**config.mk**
```make
export PLATFORM = sky130hd
export DESIGN_NAME = spc_ram_loader
export DESIGN_NICKNAME = d
export VERILOG_FILES = /design/src/rtl/spc_ram_loader_pkg.sv /design/src/rtl/spc_ram_port_mux.sv /design/src/rtl/spc_ram_loader.sv
export SDC_FILE = /design/constraint.sdc
export NUM_CORES = 1
export LEC_CHECK = 0
export ABC_AREA = 1
export CAP_MARGIN = 20
export CORE_MARGIN = 2
export CORE_UTILIZATION = 60
export DETAILED_ROUTE_END_ITERATION = 10
export PLACE_DENSITY_LB_ADDON = 0.25
export SYNTH_ARGS = -nofsm -noshare
export SYNTH_HDL_FRONTEND = slang
export SYNTH_SLANG_ARGS = --single-unit
```
**constraint.sdc**
```tcl
create_clock -name clock -period 3.3 [get_ports clock]
set_clock_uncertainty 0.2 [all_clocks]
set_input_delay 0.495 -clock clock [delete_from_list [all_inputs] [get_ports clock]]
set_output_delay 0.495 -clock clock [all_outputs]
set_load 0.05 [all_outputs]
```
**src/rtl/spc_ram_loader_pkg.sv**
```systemverilog
// Shared definitions for the SPC700 boot loader: state encodings, default hold time,
// and the running image checksum helper.
package spc_ram_loader_pkg;

    typedef enum logic [3:0] {
        ST_ADDR_LO = 4'd0,
        ST_ADDR_HI = 4'd1,
        ST_LEN_LO  = 4'd2,
        ST_LEN_HI  = 4'd3,
        ST_PAYLOAD = 4'd4,
        ST_CSUM    = 4'd5,
        ST_HOLD    = 4'd6,
        ST_RUN     = 4'd7,
        ST_ERROR   = 4'd8
    } loader_state_t;

    localparam int HOLD_CYCLES_DEFAULT = 4;

    function automatic logic [7:0] csum_update(input logic [7:0] acc, input logic [7:0] data);
        return acc ^ data;
    endfunction

endpackage

```
**src/rtl/spc_ram_port_mux.sv**
```systemverilog
// Single-master selector for the audio RAM port: loader while the CPU is held,
// CPU (zero latency) once it runs.
module spc_ram_port_mux #(
    parameter int ADDR_WIDTH = 16
) (
    input  logic                  cpu_run,
    input  logic [ADDR_WIDTH-1:0] loader_address,
    input  logic [7:0]            loader_write,
    input  logic                  loader_write_enable,
    input  logic [ADDR_WIDTH-1:0] cpu_address,
    input  logic [7:0]            cpu_write,
    input  logic                  cpu_write_enable,
    output logic [ADDR_WIDTH-1:0] ram_address,
    output logic [7:0]            ram_write,
    output logic                  ram_write_enable
);

    // Select the bus owner; CPU strobes are dropped while the loader owns the RAM.
    always_comb begin
        ram_address      = loader_address;
        ram_write        = loader_write;
        ram_write_enable = loader_write_enable;
        if (cpu_run) begin
            ram_address      = cpu_address;
            ram_write        = cpu_write;
            ram_write_enable = cpu_write_enable;
        end else begin
            ram_address      = loader_address;
            ram_write        = loader_write;
            ram_write_enable = loader_write_enable;
        end
    end

endmodule

```
**src/rtl/spc_ram_loader.sv**
```systemverilog
// Boot loader: parses a little-endian {addr, len, payload} byte stream into RAM, then
// releases the CPU. Optional image checksum via `define SPC_LOADER_CHECKSUM_EN.
module spc_ram_loader
    import spc_ram_loader_pkg::*;
#(
    parameter int HOLD_CYCLES = HOLD_CYCLES_DEFAULT,
    parameter int ADDR_WIDTH  = 16
) (
    input  logic                  clock,
    input  logic                  reset,
    input  logic [7:0]            in_byte,
    input  logic                  in_valid,
    output logic                  out_ready,
    input  logic [ADDR_WIDTH-1:0] in_cpu_address,
    input  logic [7:0]            in_cpu_write,
    input  logic                  in_cpu_write_enable,
    output logic [ADDR_WIDTH-1:0] out_ram_address,
    output logic [7:0]            out_ram_write,
    output logic                  out_ram_write_enable,
    output logic                  out_cpu_run,
    output logic                  out_error
);

    localparam logic [7:0]            HOLD_LOAD = 8'(HOLD_CYCLES);
    localparam logic [ADDR_WIDTH-1:0] ADDR_ONE  = {{(ADDR_WIDTH-1){1'b0}}, 1'b1};

    loader_state_t         state_r;
    logic                  ready_r;
    logic                  run_r;
    logic [ADDR_WIDTH-1:0] ld_addr_r;
    logic [7:0]            ld_data_r;
    logic                  ld_we_r;
    logic [ADDR_WIDTH-1:0] ptr_r;
    logic [7:0]            addr_lo_r;
    logic [7:0]            len_lo_r;
    logic [15:0]           remain_r;
    logic [7:0]            hold_cnt_r;
    logic                  accept_s;
`ifdef SPC_LOADER_CHECKSUM_EN
    logic [7:0]            csum_r;
    logic                  error_r;
`endif

    assign accept_s = in_valid && ready_r;

    // Loader FSM with pointer, remaining count, hold timer and registered outputs.
    always_ff @(posedge clock) begin
        if (!reset) begin
            state_r    <= ST_ADDR_LO;
            ready_r    <= 1'b0;
            run_r      <= 1'b0;
            ld_addr_r  <= {ADDR_WIDTH{1'b0}};
            ld_data_r  <= 8'h00;
            ld_we_r    <= 1'b0;
            ptr_r      <= {ADDR_WIDTH{1'b0}};
            addr_lo_r  <= 8'h00;
            len_lo_r   <= 8'h00;
            remain_r   <= 16'h0000;
            hold_cnt_r <= 8'h00;
`ifdef SPC_LOADER_CHECKSUM_EN
            csum_r     <= 8'h00;
            error_r    <= 1'b0;
`endif
        end else begin
            ld_we_r <= 1'b0;
`ifdef SPC_LOADER_CHECKSUM_EN
            if (accept_s) begin
                csum_r <= csum_update(csum_r, in_byte);
            end
`endif
            case (state_r)
                ST_ADDR_LO: begin
                    ready_r <= 1'b1;
                    if (accept_s) begin
                        addr_lo_r <= in_byte;
                        state_r   <= ST_ADDR_HI;
                    end
                end
                ST_ADDR_HI: begin
                    if (accept_s) begin
                        ptr_r   <= ADDR_WIDTH'({in_byte, addr_lo_r});
                        state_r <= ST_LEN_LO;
                    end
                end
                ST_LEN_LO: begin
                    if (accept_s) begin
                        len_lo_r <= in_byte;
                        state_r  <= ST_LEN_HI;
                    end
                end
                ST_LEN_HI: begin
                    if (accept_s) begin
                        remain_r <= {in_byte, len_lo_r};
                        if ({in_byte, len_lo_r} == 16'h0000) begin
`ifdef SPC_LOADER_CHECKSUM_EN
                            state_r    <= ST_CSUM;
`else
                            state_r    <= ST_HOLD;
                            ready_r    <= 1'b0;
                            hold_cnt_r <= HOLD_LOAD;
`endif
                        end else begin
                            state_r <= ST_PAYLOAD;
                        end
                    end
                end
                ST_PAYLOAD: begin
                    if (accept_s) begin
                        ld_we_r   <= 1'b1;
                        ld_addr_r <= ptr_r;
                        ld_data_r <= in_byte;
                        ptr_r     <= ptr_r + ADDR_ONE;
                        remain_r  <= remain_r - 16'd1;
                        if (remain_r == 16'd1) begin
`ifdef SPC_LOADER_CHECKSUM_EN
                            state_r    <= ST_CSUM;
`else
                            state_r    <= ST_HOLD;
                            ready_r    <= 1'b0;
                            hold_cnt_r <= HOLD_LOAD;
`endif
                        end
                    end
                end
`ifdef SPC_LOADER_CHECKSUM_EN
                ST_CSUM: begin
                    if (accept_s) begin
                        ready_r <= 1'b0;
                        if (csum_update(csum_r, in_byte) == 8'h00) begin
                            state_r    <= ST_HOLD;
                            hold_cnt_r <= HOLD_LOAD;
                        end else begin
                            state_r <= ST_ERROR;
                            error_r <= 1'b1;
                        end
                    end
                end
`endif
                // Release on the cycle the timer would reach zero, so run rises
                // exactly HOLD_CYCLES cycles after the final write strobe.
                ST_HOLD: begin
                    ready_r <= 1'b0;
                    if (hold_cnt_r <= 8'd1) begin
                        state_r <= ST_RUN;
                        run_r   <= 1'b1;
                    end else begin
                        hold_cnt_r <= hold_cnt_r - 8'd1;
                    end
                end
                ST_RUN: begin
                    ready_r <= 1'b0;
                    run_r   <= 1'b1;
                end
                ST_ERROR: begin
                    ready_r <= 1'b0;
                    run_r   <= 1'b0;
                end
                default: begin
                    state_r <= ST_ERROR;
                    ready_r <= 1'b0;
                    run_r   <= 1'b0;
                end
            endcase
        end
    end

    assign out_ready   = ready_r;
    assign out_cpu_run = run_r;
`ifdef SPC_LOADER_CHECKSUM_EN
    assign out_error   = error_r;
`else
    assign out_error   = 1'b0;
`endif

    spc_ram_port_mux #(
        .ADDR_WIDTH (ADDR_WIDTH)
    ) u_mux (
        .cpu_run             (run_r),
        .loader_address      (ld_addr_r),
        .loader_write        (ld_data_r),
        .loader_write_enable (ld_we_r),
        .cpu_address         (in_cpu_address),
        .cpu_write           (in_cpu_write),
        .cpu_write_enable    (in_cpu_write_enable),
        .ram_address         (out_ram_address),
        .ram_write           (out_ram_write),
        .ram_write_enable    (out_ram_write_enable)
    );

endmodule

```
==> run_summary.xml, run 1 <==
<?xml version="1.0" encoding="UTF-8"?>
<metrics>
  <group name="worst_setup_path">
    <metric name="critPathCapture" unit="">out_ram_write[6]</metric>
    <metric name="timing.critical_path.cells" unit="">buf_4 &gt; nand2_1 &gt; o21ai_0 &gt; clkdlybuf4s50_1</metric>
    <metric name="cp-end-kind" unit="">output pin</metric>
    <metric name="worst_path_max_delay_cell" unit="">sky130_fd_sc_hd__clkdlybuf4s50_1</metric>
    <metric name="worstReg2RegEnd" unit="">remain_r[7]</metric>
    <metric name="reg2reg_setup_slack" unit="ns">0.91</metric>
    <metric name="rr_worst_depth" unit="">9</metric>
    <metric name="worst_r2r_startpoint" unit="">state_r[2]</metric>
    <metric name="worstPathMaxFanout" unit="">50</metric>
    <metric name="critical_path.startpoint" unit="">out_cpu_run</metric>
    <metric name="crit_type" unit="">reg -&gt; out</metric>
    <metric name="cp_num_buf_inv" unit="">2</metric>
    <metric name="crit_path_max_incr_delay" unit="ns">0.82</metric>
    <metric name="timing.critical_path.arrival" unit="ns">2.06</metric>
    <metric name="critical-path-top-delay-family" unit="">buffers and inverters</metric>
    <metric name="timing.critical_path.from_type" unit="">flip-flop</metric>
    <metric name="critical_path_cell_count" unit="">4</metric>
    <metric name="worstPathRequired" unit="ns">2.60</metric>
  </group>
  <group name="detailed_routing">
    <metric name="via_count" unit="">4807</metric>
    <metric name="routed-wl-met2" unit="mm">5.44</metric>
    <metric name="met3_wirelength" unit="µm">830</metric>
    <metric name="detailed_route_wl" unit="mm">11.6</metric>
    <metric name="drt-wirelength-per-cell" unit="µm">13.3</metric>
    <metric name="vias_per_cell" unit="">5.53</metric>
    <metric name="drt-initial-drc-count" unit="">362</metric>
    <metric name="drt_drc_violations_left" unit="">0</metric>
    <metric name="top_signal_layer_used" unit="">met4</metric>
    <metric name="detail_route.wirelength.met1" unit="mm">5.01</metric>
    <metric name="drt-pass1-iter-count" unit="">7</metric>
    <metric name="ant_nets" unit="">0</metric>
  </group>
  <group name="sta">
    <metric name="holdWs" unit="ns">0.250</metric>
    <metric name="hold_viol_final" unit="">0</metric>
    <metric name="period_needed" unit="ns">2.75</metric>
    <metric name="max_freq" unit="MHz">363</metric>
    <metric name="final.period_utilization" unit="">0.834</metric>
    <metric name="setup_ws" unit="ns">0.547</metric>
    <metric name="finalMaxSlewViolations" unit="">0</metric>
    <metric name="setup_violations" unit="">0</metric>
    <metric name="maxSlewHeadroom" unit="">0.472</metric>
    <metric name="worstMarginPinSlew" unit="ns">0.792</metric>
    <metric name="setup-tns-final" unit="ns">0</metric>
    <metric name="grt_setup_unrepaired" unit="">false</metric>
  </group>
  <group name="pwr">
    <metric name="p_leak" unit="nW">2.22</metric>
    <metric name="peakVddDrop" unit="mV">0.457</metric>
    <metric name="comb_power_share" unit="">0.383</metric>
    <metric name="switching_power" unit="W">0.00128</metric>
    <metric name="seq_power_share" unit="">0.392</metric>
    <metric name="clkPwrFrac" unit="">0.225</metric>
    <metric name="internal_power" unit="W">0.00193</metric>
    <metric name="pwr_density_cell" unit="nW/µm²">578</metric>
    <metric name="sw_frac_of_total" unit="">0.398</metric>
  </group>
  <group name="grt">
    <metric name="grt_pass1_vias" unit="">4177</metric>
    <metric name="grt.overflow.total" unit="">0</metric>
    <metric name="groute.usage.overall" unit="">0.269</metric>
    <metric name="grt_antenna_before_repair" unit="">0</metric>
    <metric name="first_pass_grt_wire_length" unit="mm">18.8</metric>
    <metric name="maximum_number_of_pins_on_one_net_before_global_route_repair" unit="">51</metric>
  </group>
  <group name="run_status">
    <metric name="run_status" unit="">complete, no violations</metric>
  </group>
  <group name="logic_synthesis">
    <metric name="netlist_area" unit="µm²">4720</metric>
    <metric name="synth_area_per_cell" unit="µm²">6.60</metric>
    <metric name="syn-num-nets" unit="">756</metric>
    <metric name="synth.lib_cells_used.distinct" unit="">35</metric>
    <metric name="yosys_most_used_dff" unit="">sky130_fd_sc_hd__dfxtp_1</metric>
    <metric name="synth_sequential_area_ratio" unit="">0.369</metric>
    <metric name="asyncSetResetFlopFracSynth" unit="">0</metric>
    <metric name="synth_warnings" unit="">0</metric>
    <metric name="synthesis.instances" unit="">715</metric>
    <metric name="synth.ff_latch_count" unit="">87</metric>
    <metric name="post_synth_edffs" unit="">0</metric>
  </group>
  <group name="floorplanning">
    <metric name="core-area" unit="µm²">7690</metric>
    <metric name="row_count" unit="">32</metric>
    <metric name="die_span_x" unit="µm">92.7</metric>
    <metric name="design.portCount" unit="">64</metric>
    <metric name="die_area" unit="µm²">8590</metric>
    <metric name="die_height" unit="µm">92.7</metric>
    <metric name="start_util" unit="">0.614</metric>
  </group>
  <group name="cells_and_area">
    <metric name="area_growth" unit="%">17.8</metric>
    <metric name="nNetsFinal" unit="">805</metric>
    <metric name="antenna_cells_inserted" unit="">0</metric>
    <metric name="layout.cells.most_common_list" unit="">138 x sky130_fd_sc_hd__nand2_1, 114 x sky130_fd_sc_hd__o21ai_0, 87 x sky130_fd_sc_hd__dfxtp_1</metric>
    <metric name="ff_latch_area" unit="µm²">1740</metric>
    <metric name="nFillCells" unit="">636</metric>
    <metric name="final_core_util" unit="">0.723</metric>
    <metric name="drive_above_1_share" unit="">0.0600</metric>
    <metric name="area_of_the_multi_input_gates" unit="µm²">2480</metric>
    <metric name="most_common_library_cell_in_the_layout_ignoring_fill_and_taps" unit="">sky130_fd_sc_hd__nand2_1</metric>
  </group>
  <group name="place">
    <metric name="place_worst_setup_slack" unit="ns">0.664</metric>
    <metric name="place.gp.congestion" unit="">0.928</metric>
    <metric name="placement.io_buffers" unit="">62</metric>
    <metric name="final_hpwl_from_detailed_placement" unit="mm">7.94</metric>
  </group>
  <group name="run">
    <metric name="maxCapViolCount" unit="">0</metric>
  </group>
  <group name="clocking">
    <metric name="cts.htree.levels" unit="">3</metric>
    <metric name="clock_root_buffer" unit="">sky130_fd_sc_hd__clkbuf_8</metric>
    <metric name="cts_inserted_buffers" unit="">9</metric>
    <metric name="post-cts-setup-buffers" unit="">0</metric>
    <metric name="clock-sinks" unit="">87</metric>
    <metric name="postCtsResizedCells" unit="">0</metric>
    <metric name="cts_tree" unit="">built</metric>
    <metric name="worst_setup_hold_path_clk_slew" unit="ns">0.08</metric>
    <metric name="clock_path_buffers" unit="">2</metric>
    <metric name="worst_skew_pair.late_latency" unit="ns">0.36</metric>
    <metric name="postCtsHoldBufs" unit="">0</metric>
  </group>
  <group name="worst_hold_path">
    <metric name="hold_depth" unit="">2</metric>
    <metric name="worstHoldStart" unit="">ld_addr_r[13]</metric>
    <metric name="worst_hold_path_type" unit="">reg -&gt; reg</metric>
  </group>
</metrics>
-- worst min-delay path by stage --
stage                         end  slack (ns)
finish              ld_addr_r[13]        0.25
global route        ld_addr_r[15]        0.27
CTS                  addr_lo_r[0]        0.25
detailed placement  ld_addr_r[10]        0.24
global placement     addr_lo_r[4]        0.23
floorplan            addr_lo_r[3]        0.22
-- sequential cells by signal, summed over array words and instances (netlist names) --
register / flops
ptr_r: 16
out_ready: 1
len_lo_r: 8
state_r: 4
remain_r: 16
hold_cnt_r: 8
ld_addr_r: 16
out_cpu_run: 1
ld_data_r: 8
addr_lo_r: 8
ld_we_r: 1
-- worst reg2reg max path, delay by kind of cell, from the launching register on --
kind                   cells  cell delay, ns
buffers and inverters      2            0.52
DFF                        1            0.39
AOI/OAI and AO/OA          2            0.24
and+or+nand+nor            5            0.90
-- layout make-up --
type,count,area share
multi-input cells,507,0.446
clock buffers,10,0.0248
well taps,102,0.0230
clock inverters,4,0.00855
repair buffers,73,0.126
flip-flops and latches,87,0.313
inverters,86,0.0583
-- power by group through the flow --
stage | registers (W) | clock network [W] | logic (W)
2_1_floorplan | 0.00127 | 0 | 0.000925
3_3_place_gp | 0.00127 | 0 | 0.00119
3_5_place_dp | 0.00128 | 0 | 0.00122
4_1_cts | 0.00126 | 0.000739 | 0.00122
5_1_grt | 0.00127 | 0.000777 | 0.00138
6_report | 0.00126 | 0.000724 | 0.00123
-- metrics by stage --
stage	cell area (µm²)	total power, W	cells
3_5_place_dp	5370	0.00250	855
5_1_grt	5560	0.00343	869
3_3_place_gp	5370	0.00246	855
6_report	5560	0.00321	869
2_1_floorplan	4720	0.00220	715
4_1_cts	5560	0.00322	869
-- synthesized netlist by cell type, types with 7 or more instances --
master,n,area (µm²)
sky130_fd_sc_hd__a21oi_1,76,380
sky130_fd_sc_hd__a31oi_1,9,56.3
sky130_fd_sc_hd__buf_2,11,55.1
sky130_fd_sc_hd__clkbuf_1,17,63.8
sky130_fd_sc_hd__dfxtp_1,87,1740
sky130_fd_sc_hd__inv_1,81,304
sky130_fd_sc_hd__nand2_1,138,518
sky130_fd_sc_hd__nand3_1,35,175
sky130_fd_sc_hd__nand4_1,7,43.8
sky130_fd_sc_hd__nor2_1,71,267
sky130_fd_sc_hd__nor3_1,8,40.0
sky130_fd_sc_hd__o21ai_0,114,571
sky130_fd_sc_hd__xor2_1,12,105
-- cell families after synthesis --
logic type | Yosys count | synth area share
flops | 87 | 0.369
buf+inv | 121 | 0.106
simple gates | 273 | 0.245
compound gates | 212 | 0.235
other cells | 1 | 0.000795
fa+ha+maj | 5 | 0.0133
mux | 1 | 0.00239
xor+xnor | 15 | 0.0278
-- metal layers --
layer  vias to the layer above  GRT usage
met5                         -          0
met4                         0      0.123
met3                        28     0.0325
met2                       199      0.453
met1                      2147      0.346
li1                       2433          -
Power figures use the tool's default switching activity.
==> inputs of run 2 (changes only) <==
Settings changed: CORE_UTILIZATION 60 to 55.
Clock period 3.3 ns to 2.6 ns, I/O delays scaled along.
==> run 2 against run 1 <==
Flip-flop and latch count unchanged. Cell area is 6.5% higher. Global-route usage fell by 0.91 points. Die area increased by 8.7%. Total power up 40%. Wire length is 5.1% higher. Worst setup slack worse by 0.24 ns. Clock-buffer cell count unchanged. Final cell count rose by 0.58%. Critical path depth grew 5. Clock power up 62%. Non-clock buffer count did not move. Largest cell class unchanged. Highest routed layer unchanged.
==> run_summary.xml, run 2 (synthesized netlist as in run 1, its figures left out) <==
<?xml version="1.0" encoding="UTF-8"?>
<metrics>
  <group name="run_status">
    <metric name="run_status" unit="">complete, no violations</metric>
  </group>
  <group name="grt">
    <metric name="grt.overflow.total" unit="">0</metric>
    <metric name="groute.usage.overall" unit="">0.260</metric>
    <metric name="grt_pass1_vias" unit="">4564</metric>
    <metric name="grt_antenna_before_repair" unit="">0</metric>
    <metric name="maximum_number_of_pins_on_one_net_before_global_route_repair" unit="">49</metric>
    <metric name="first_pass_grt_wire_length" unit="mm">20.5</metric>
  </group>
  <group name="sta">
    <metric name="maxSlewHeadroom" unit="">0.617</metric>
    <metric name="final.period_utilization" unit="">0.883</metric>
    <metric name="finalMaxSlewViolations" unit="">0</metric>
    <metric name="setup-tns-final" unit="ns">0</metric>
    <metric name="worstMarginPinSlew" unit="ns">0.574</metric>
    <metric name="period_needed" unit="ns">2.30</metric>
    <metric name="setup_violations" unit="">0</metric>
    <metric name="max_freq" unit="MHz">436</metric>
    <metric name="grt_setup_unrepaired" unit="">false</metric>
    <metric name="hold_viol_final" unit="">0</metric>
    <metric name="setup_ws" unit="ns">0.304</metric>
  </group>
  <group name="clocking">
    <metric name="postCtsHoldBufs" unit="">0</metric>
    <metric name="cts_tree" unit="">built</metric>
    <metric name="cts_inserted_buffers" unit="">9</metric>
    <metric name="clock_root_buffer" unit="">sky130_fd_sc_hd__clkbuf_8</metric>
    <metric name="clock-sinks" unit="">87</metric>
    <metric name="cts.htree.levels" unit="">3</metric>
    <metric name="postCtsResizedCells" unit="">0</metric>
    <metric name="clock_path_buffers" unit="">2</metric>
    <metric name="worst_skew_pair.late_latency" unit="ns">0.36</metric>
    <metric name="post-cts-setup-buffers" unit="">0</metric>
    <metric name="worst_setup_hold_path_clk_slew" unit="ns">0.09</metric>
  </group>
  <group name="pwr">
    <metric name="power.total" unit="W">0.00448</metric>
    <metric name="sw_frac_of_total" unit="">0.382</metric>
    <metric name="pwr_density_cell" unit="nW/µm²">758</metric>
    <metric name="peakVddDrop" unit="mV">0.553</metric>
    <metric name="switching_power" unit="W">0.00171</metric>
    <metric name="comb_power_share" unit="">0.382</metric>
    <metric name="seq_power_share" unit="">0.357</metric>
    <metric name="clkPwrFrac" unit="">0.261</metric>
    <metric name="internal_power" unit="W">0.00277</metric>
    <metric name="p_leak" unit="nW">2.38</metric>
  </group>
  <group name="floorplanning">
    <metric name="design.portCount" unit="">64</metric>
    <metric name="core-area" unit="µm²">8260</metric>
    <metric name="die_height" unit="µm">96.6</metric>
    <metric name="die_span_x" unit="µm">96.6</metric>
    <metric name="start_util" unit="">0.572</metric>
    <metric name="row_count" unit="">33</metric>
    <metric name="die_area" unit="µm²">9340</metric>
  </group>
  <group name="place">
    <metric name="final_hpwl_from_detailed_placement" unit="mm">8.58</metric>
    <metric name="place.gp.congestion" unit="">0.931</metric>
    <metric name="placement.io_buffers" unit="">62</metric>
    <metric name="place_worst_setup_slack" unit="ns">0.0932</metric>
  </group>
  <group name="worst_setup_path">
    <metric name="worstPathMaxFanout" unit="">32</metric>
    <metric name="cp_num_buf_inv" unit="">2</metric>
    <metric name="critical-path-top-delay-family" unit="">simple AND/OR/NAND/NOR gates</metric>
    <metric name="worstPathRequired" unit="ns">2.62</metric>
    <metric name="crit_type" unit="">reg -&gt; reg</metric>
    <metric name="crit_path_max_incr_delay" unit="ns">0.43</metric>
    <metric name="timing.critical_path.from_type" unit="">flip-flop</metric>
    <metric name="timing.critical_path.arrival" unit="ns">2.32</metric>
    <metric name="timing.critical_path.cells" unit="">inv_2 &gt; nor2_4 &gt; nand2_2 &gt; inv_2 &gt; nand2_2 &gt; nand2_2 &gt; o21ai_0 &gt; nand2_1 &gt; a21oi_1</metric>
    <metric name="cp-end-kind" unit="">flip-flop</metric>
    <metric name="worst_path_max_delay_cell" unit="">sky130_fd_sc_hd__nand2_2</metric>
    <metric name="path_common_cell" unit="">sky130_fd_sc_hd__nand2_2</metric>
  </group>
  <group name="detailed_routing">
    <metric name="ant_nets" unit="">0</metric>
    <metric name="drt_drc_violations_left" unit="">0</metric>
    <metric name="vias_per_cell" unit="">5.60</metric>
    <metric name="via_count" unit="">4892</metric>
    <metric name="drt-pass1-iter-count" unit="">5</metric>
    <metric name="drt-initial-drc-count" unit="">363</metric>
    <metric name="detailed_route_wl" unit="mm">12.2</metric>
    <metric name="drt-wirelength-per-cell" unit="µm">13.9</metric>
  </group>
  <group name="cells_and_area">
    <metric name="area_growth" unit="%">25.4</metric>
    <metric name="nFillCells" unit="">681</metric>
    <metric name="drive_above_1_share" unit="">0.0949</metric>
    <metric name="antenna_cells_inserted" unit="">0</metric>
    <metric name="ff_latch_area" unit="µm²">1740</metric>
    <metric name="nNetsFinal" unit="">805</metric>
    <metric name="area_of_the_multi_input_gates" unit="µm²">2480</metric>
    <metric name="most_common_library_cell_in_the_layout_ignoring_fill_and_taps" unit="">sky130_fd_sc_hd__nand2_1</metric>
    <metric name="top_regs" unit="">ld_addr_r x16, ptr_r x16, remain_r x16</metric>
    <metric name="layout.cells.most_common_list" unit="">138 x sky130_fd_sc_hd__nand2_1, 114 x sky130_fd_sc_hd__o21ai_0, 87 x sky130_fd_sc_hd__dfxtp_1</metric>
  </group>
  <group name="run">
    <metric name="maxCapViolCount" unit="">0</metric>
  </group>
  <group name="worst_hold_path">
    <metric name="worst_hold_path_type" unit="">reg -&gt; reg</metric>
  </group>
</metrics>
## run 2: worst register-to-register path, stage by stage, from the launching register on
cell	delay [ns]
sky130_fd_sc_hd__dfxtp_1	0.39
sky130_fd_sc_hd__inv_2	0.08
sky130_fd_sc_hd__nor2_4	0.17
sky130_fd_sc_hd__nand2_2	0.14
sky130_fd_sc_hd__inv_2	0.26
sky130_fd_sc_hd__nand2_2	0.14
sky130_fd_sc_hd__nand2_2	0.43
sky130_fd_sc_hd__o21ai_0	0.18
sky130_fd_sc_hd__nand2_1	0.10
sky130_fd_sc_hd__a21oi_1	0.06
## run 2: layout make-up
type                       count  area share
tap                          105      0.0222
timing repair buffer          73       0.167
clock inverter                 6      0.0195
inverter                      86      0.0548
sequential                    87       0.294
multi-input combinational    507       0.419
clock buffer                  10      0.0233
## run 2: per-layer routing
layer	wire, µm	GRT usage	up-vias	share of wire
li1	-	-	2439	-
met1	5110	0.323	2188	0.42
met2	5880	0.434	225	0.48
met3	783	0.0441	40	0.064
met4	377	0.132	0	0.031
met5	0	0	-	0
## run 2: power by group through the flow
| stage | logic (W) | clock network (W) | registers, W |
|---|---|---|---|
| 4_1_cts | 0.00170 | 0.00117 | 0.00160 |
| 3_3_place_gp | 0.00163 | 0 | 0.00162 |
| 3_5_place_dp | 0.00168 | 0 | 0.00163 |
| 5_1_grt | 0.00189 | 0.00123 | 0.00162 |
| 6_report | 0.00171 | 0.00117 | 0.00160 |
| 2_1_floorplan | 0.00117 | 0 | 0.00161 |
## run 2: final timing paths
path | from | endpoint | slack (ns) | cells past startpoint
max | state_r[2] | remain_r[4] | 0.30 | 9
min | addr_lo_r[4] | addr_lo_r[4] | 0.24 | 2
max reg2reg | state_r[2] | remain_r[4] | 0.30 | 9
min reg2reg | addr_lo_r[4] | addr_lo_r[4] | 0.24 | 2
## run 2: stage by stage
stage | util | instances | cell area (µm²) | hold WS [ns]
after floorplan | - | 715 | 4720 | 0.220
after global placement | 0.686 | 858 | 5660 | 0.229
after detailed placement | 0.686 | 858 | 5660 | 0.232
after CTS | 0.717 | 874 | 5920 | 0.245
after global routing | 0.717 | 874 | 5920 | 0.271
final | 0.717 | 874 | 5920 | 0.242
==> inputs of run 3 (changes only) <==
Settings changed: CORE_UTILIZATION 55 to 43, SKIP_CTS_REPAIR_TIMING set to 1.
==> run 3 against run 2 <==
Worst hold slack gained 0.0032 ns. Clock-buffer cell count is the same. Global-route usage shrank 5.2 points. Cell area shrank 0.25%. Worst setup slack lost 0.022 ns. Largest power group unchanged. Final cell count grew 4.3%. Critical endpoint is now remain_r[7]. Register-to-register slack lost 0.02 ns. Fmax shrank 0.96%. First-iteration DRC count shrank 35%.
==> run_summary.xml, run 3 (synthesized netlist as in run 1, its figures left out) <==
<?xml version="1.0" encoding="UTF-8"?>
<metrics>
  <group name="grt">
    <metric name="grt_pass1_vias" unit="">4177</metric>
    <metric name="grt_antenna_before_repair" unit="">0</metric>
    <metric name="first_pass_grt_wire_length" unit="mm">19.6</metric>
    <metric name="maximum_number_of_pins_on_one_net_before_global_route_repair" unit="">51</metric>
    <metric name="grt.overflow.total" unit="">0</metric>
    <metric name="groute.usage.overall" unit="">0.208</metric>
  </group>
  <group name="worst_hold_path">
    <metric name="worst_hold_path_type" unit="">reg -&gt; reg</metric>
  </group>
  <group name="worst_setup_path">
    <metric name="worst_path_max_delay_cell" unit="">sky130_fd_sc_hd__nand2_2</metric>
    <metric name="timing.critical_path.arrival" unit="ns">2.32</metric>
    <metric name="crit_type" unit="">reg -&gt; reg</metric>
    <metric name="path_common_cell" unit="">sky130_fd_sc_hd__nand2_2</metric>
    <metric name="crit_path_max_incr_delay" unit="ns">0.44</metric>
    <metric name="worstPathMaxFanout" unit="">32</metric>
    <metric name="timing.critical_path.from_type" unit="">flip-flop</metric>
    <metric name="timing.critical_path.cells" unit="">inv_2 &gt; nor2_4 &gt; nand2_2 &gt; inv_2 &gt; nand2_2 &gt; nand2_2 &gt; o21ai_0 &gt; nand2_1 &gt; a21oi_1</metric>
    <metric name="cp-end-kind" unit="">flip-flop</metric>
    <metric name="worstPathRequired" unit="ns">2.61</metric>
  </group>
  <group name="pwr">
    <metric name="power.total" unit="W">0.00420</metric>
    <metric name="sw_frac_of_total" unit="">0.408</metric>
    <metric name="p_leak" unit="nW">2.36</metric>
    <metric name="internal_power" unit="W">0.00248</metric>
    <metric name="comb_power_share" unit="">0.405</metric>
    <metric name="switching_power" unit="W">0.00171</metric>
    <metric name="peakVddDrop" unit="mV">0.352</metric>
    <metric name="clkPwrFrac" unit="">0.214</metric>
    <metric name="seq_power_share" unit="">0.381</metric>
    <metric name="pwr_density_cell" unit="nW/µm²">711</metric>
  </group>
  <group name="cells_and_area">
    <metric name="layout.cells.most_common_list" unit="">138 x sky130_fd_sc_hd__nand2_1, 114 x sky130_fd_sc_hd__o21ai_0, 87 x sky130_fd_sc_hd__dfxtp_1</metric>
    <metric name="antenna_cells_inserted" unit="">0</metric>
    <metric name="most_common_library_cell_in_the_layout_ignoring_fill_and_taps" unit="">sky130_fd_sc_hd__nand2_1</metric>
    <metric name="top_regs" unit="">ld_addr_r x16, ptr_r x16, remain_r x16</metric>
    <metric name="nFillCells" unit="">1021</metric>
    <metric name="final_cell_area" unit="µm²">5900</metric>
    <metric name="drive_above_1_share" unit="">0.0984</metric>
    <metric name="area_growth" unit="%">25.1</metric>
    <metric name="nNetsFinal" unit="">808</metric>
  </group>
  <group name="clocking">
    <metric name="cts.htree.levels" unit="">3</metric>
    <metric name="clock_path_buffers" unit="">2</metric>
    <metric name="worst_setup_hold_path_clk_slew" unit="ns">0.10</metric>
    <metric name="clock-sinks" unit="">87</metric>
    <metric name="worst_skew_pair.late_latency" unit="ns">0.36</metric>
    <metric name="cts_tree" unit="">built</metric>
    <metric name="clock_root_buffer" unit="">sky130_fd_sc_hd__clkbuf_8</metric>
    <metric name="cts_inserted_buffers" unit="">9</metric>
  </group>
  <group name="sta">
    <metric name="grt_setup_unrepaired" unit="">false</metric>
    <metric name="hold_viol_final" unit="">0</metric>
    <metric name="setup_ws" unit="ns">0.282</metric>
    <metric name="setup_violations" unit="">0</metric>
    <metric name="final.period_utilization" unit="">0.892</metric>
    <metric name="setup-tns-final" unit="ns">0</metric>
    <metric name="worstMarginPinSlew" unit="ns">0.766</metric>
    <metric name="max_freq" unit="MHz">431</metric>
    <metric name="maxSlewHeadroom" unit="">0.489</metric>
    <metric name="finalMaxSlewViolations" unit="">0</metric>
    <metric name="period_needed" unit="ns">2.32</metric>
    <metric name="holdWs" unit="ns">0.245</metric>
  </group>
  <group name="detailed_routing">
    <metric name="vias_per_cell" unit="">5.18</metric>
    <metric name="detailed_route_wl" unit="mm">12.2</metric>
    <metric name="via_count" unit="">4727</metric>
    <metric name="drt-wirelength-per-cell" unit="µm">13.3</metric>
    <metric name="drt-pass1-iter-count" unit="">5</metric>
    <metric name="drt-initial-drc-count" unit="">237</metric>
    <metric name="ant_nets" unit="">0</metric>
    <metric name="drt_drc_violations_left" unit="">0</metric>
  </group>
  <group name="place">
    <metric name="place_worst_setup_slack" unit="ns">0.140</metric>
    <metric name="placement.io_buffers" unit="">62</metric>
    <metric name="detailed_place.area" unit="µm²">5720</metric>
    <metric name="final_hpwl_from_detailed_placement" unit="mm">8.64</metric>
    <metric name="place.gp.congestion" unit="">0.879</metric>
  </group>
  <group name="floorplanning">
    <metric name="die_height" unit="µm">109</metric>
    <metric name="design.portCount" unit="">64</metric>
    <metric name="row_count" unit="">38</metric>
    <metric name="die_span_x" unit="µm">109</metric>
    <metric name="die_area" unit="µm²">11800</metric>
    <metric name="start_util" unit="">0.437</metric>
    <metric name="core-area" unit="µm²">10800</metric>
  </group>
  <group name="run_status">
    <metric name="run_status" unit="">complete, no violations</metric>
  </group>
  <group name="run">
    <metric name="maxCapViolCount" unit="">0</metric>
  </group>
</metrics>
## run 3: cell count changes in the layout (fill, tap and decap cells not counted), sizes merged
cell / previous run / this run
inv: 86 / 85
buf: 37 / 40
clkinvlp: 1 / 2
bufinv: 3 / 0
clkinv: 2 / 5
## run 3: power groups by stage
stage                     Sequential (W)  Clock, W  Combinational [W]
after global placement           0.00162         0            0.00166
after floorplan                  0.00161         0            0.00117
after CTS                        0.00159  0.000903            0.00170
after global routing             0.00162  0.000959            0.00190
after detailed placement         0.00162         0            0.00170
final                            0.00160  0.000897            0.00170
## run 3: area by class of cell
cell class	count	area, µm²	share of cell area
Multi-Input combinational cell	507	2480	0.420
Sequential cell	87	1740	0.295
Timing Repair Buffer	76	998	0.169
Inverter	86	324	0.0549
Tap cell	140	175	0.0297
Clock buffer	10	138	0.0233
Clock inverter	6	46.3	0.00784
## run 3: path summary, 6_finish.rpt
check,startpoint,end,slack [ns],cells after the start
hold reg to reg,addr_lo_r[3],addr_lo_r[3],0.25,2
hold / removal,addr_lo_r[3],addr_lo_r[3],0.25,2
setup reg to reg,state_r[2],remain_r[7],0.28,9
setup / recovery,state_r[2],remain_r[7],0.28,9
## run 3: critical path: cells and delay by family, from the launching register on
family	cells	cell delay, ns
flops	1	0.39
buf+inv	2	0.37
compound gates	2	0.26
simple gates	5	0.95
## run 3: layer usage
layer / wire [µm] / vias up / global-route usage
li1: - / 2447 / -
met1: 5590 / 2110 / 0.270
met2: 5620 / 150 / 0.339
met3: 707 / 20 / 0.0329
met4: 246 / 0 / 0.0943
met5: 0 / - / 0
## run 3: through the flow
| stage | cells | util |
|---|---|---|
| CTS | 912 | 0.547 |
| detailed placement | 896 | 0.530 |
| global placement | 896 | 0.530 |
| floorplan | 715 | - |
| global route | 912 | 0.547 |
| finish | 912 | 0.547 |
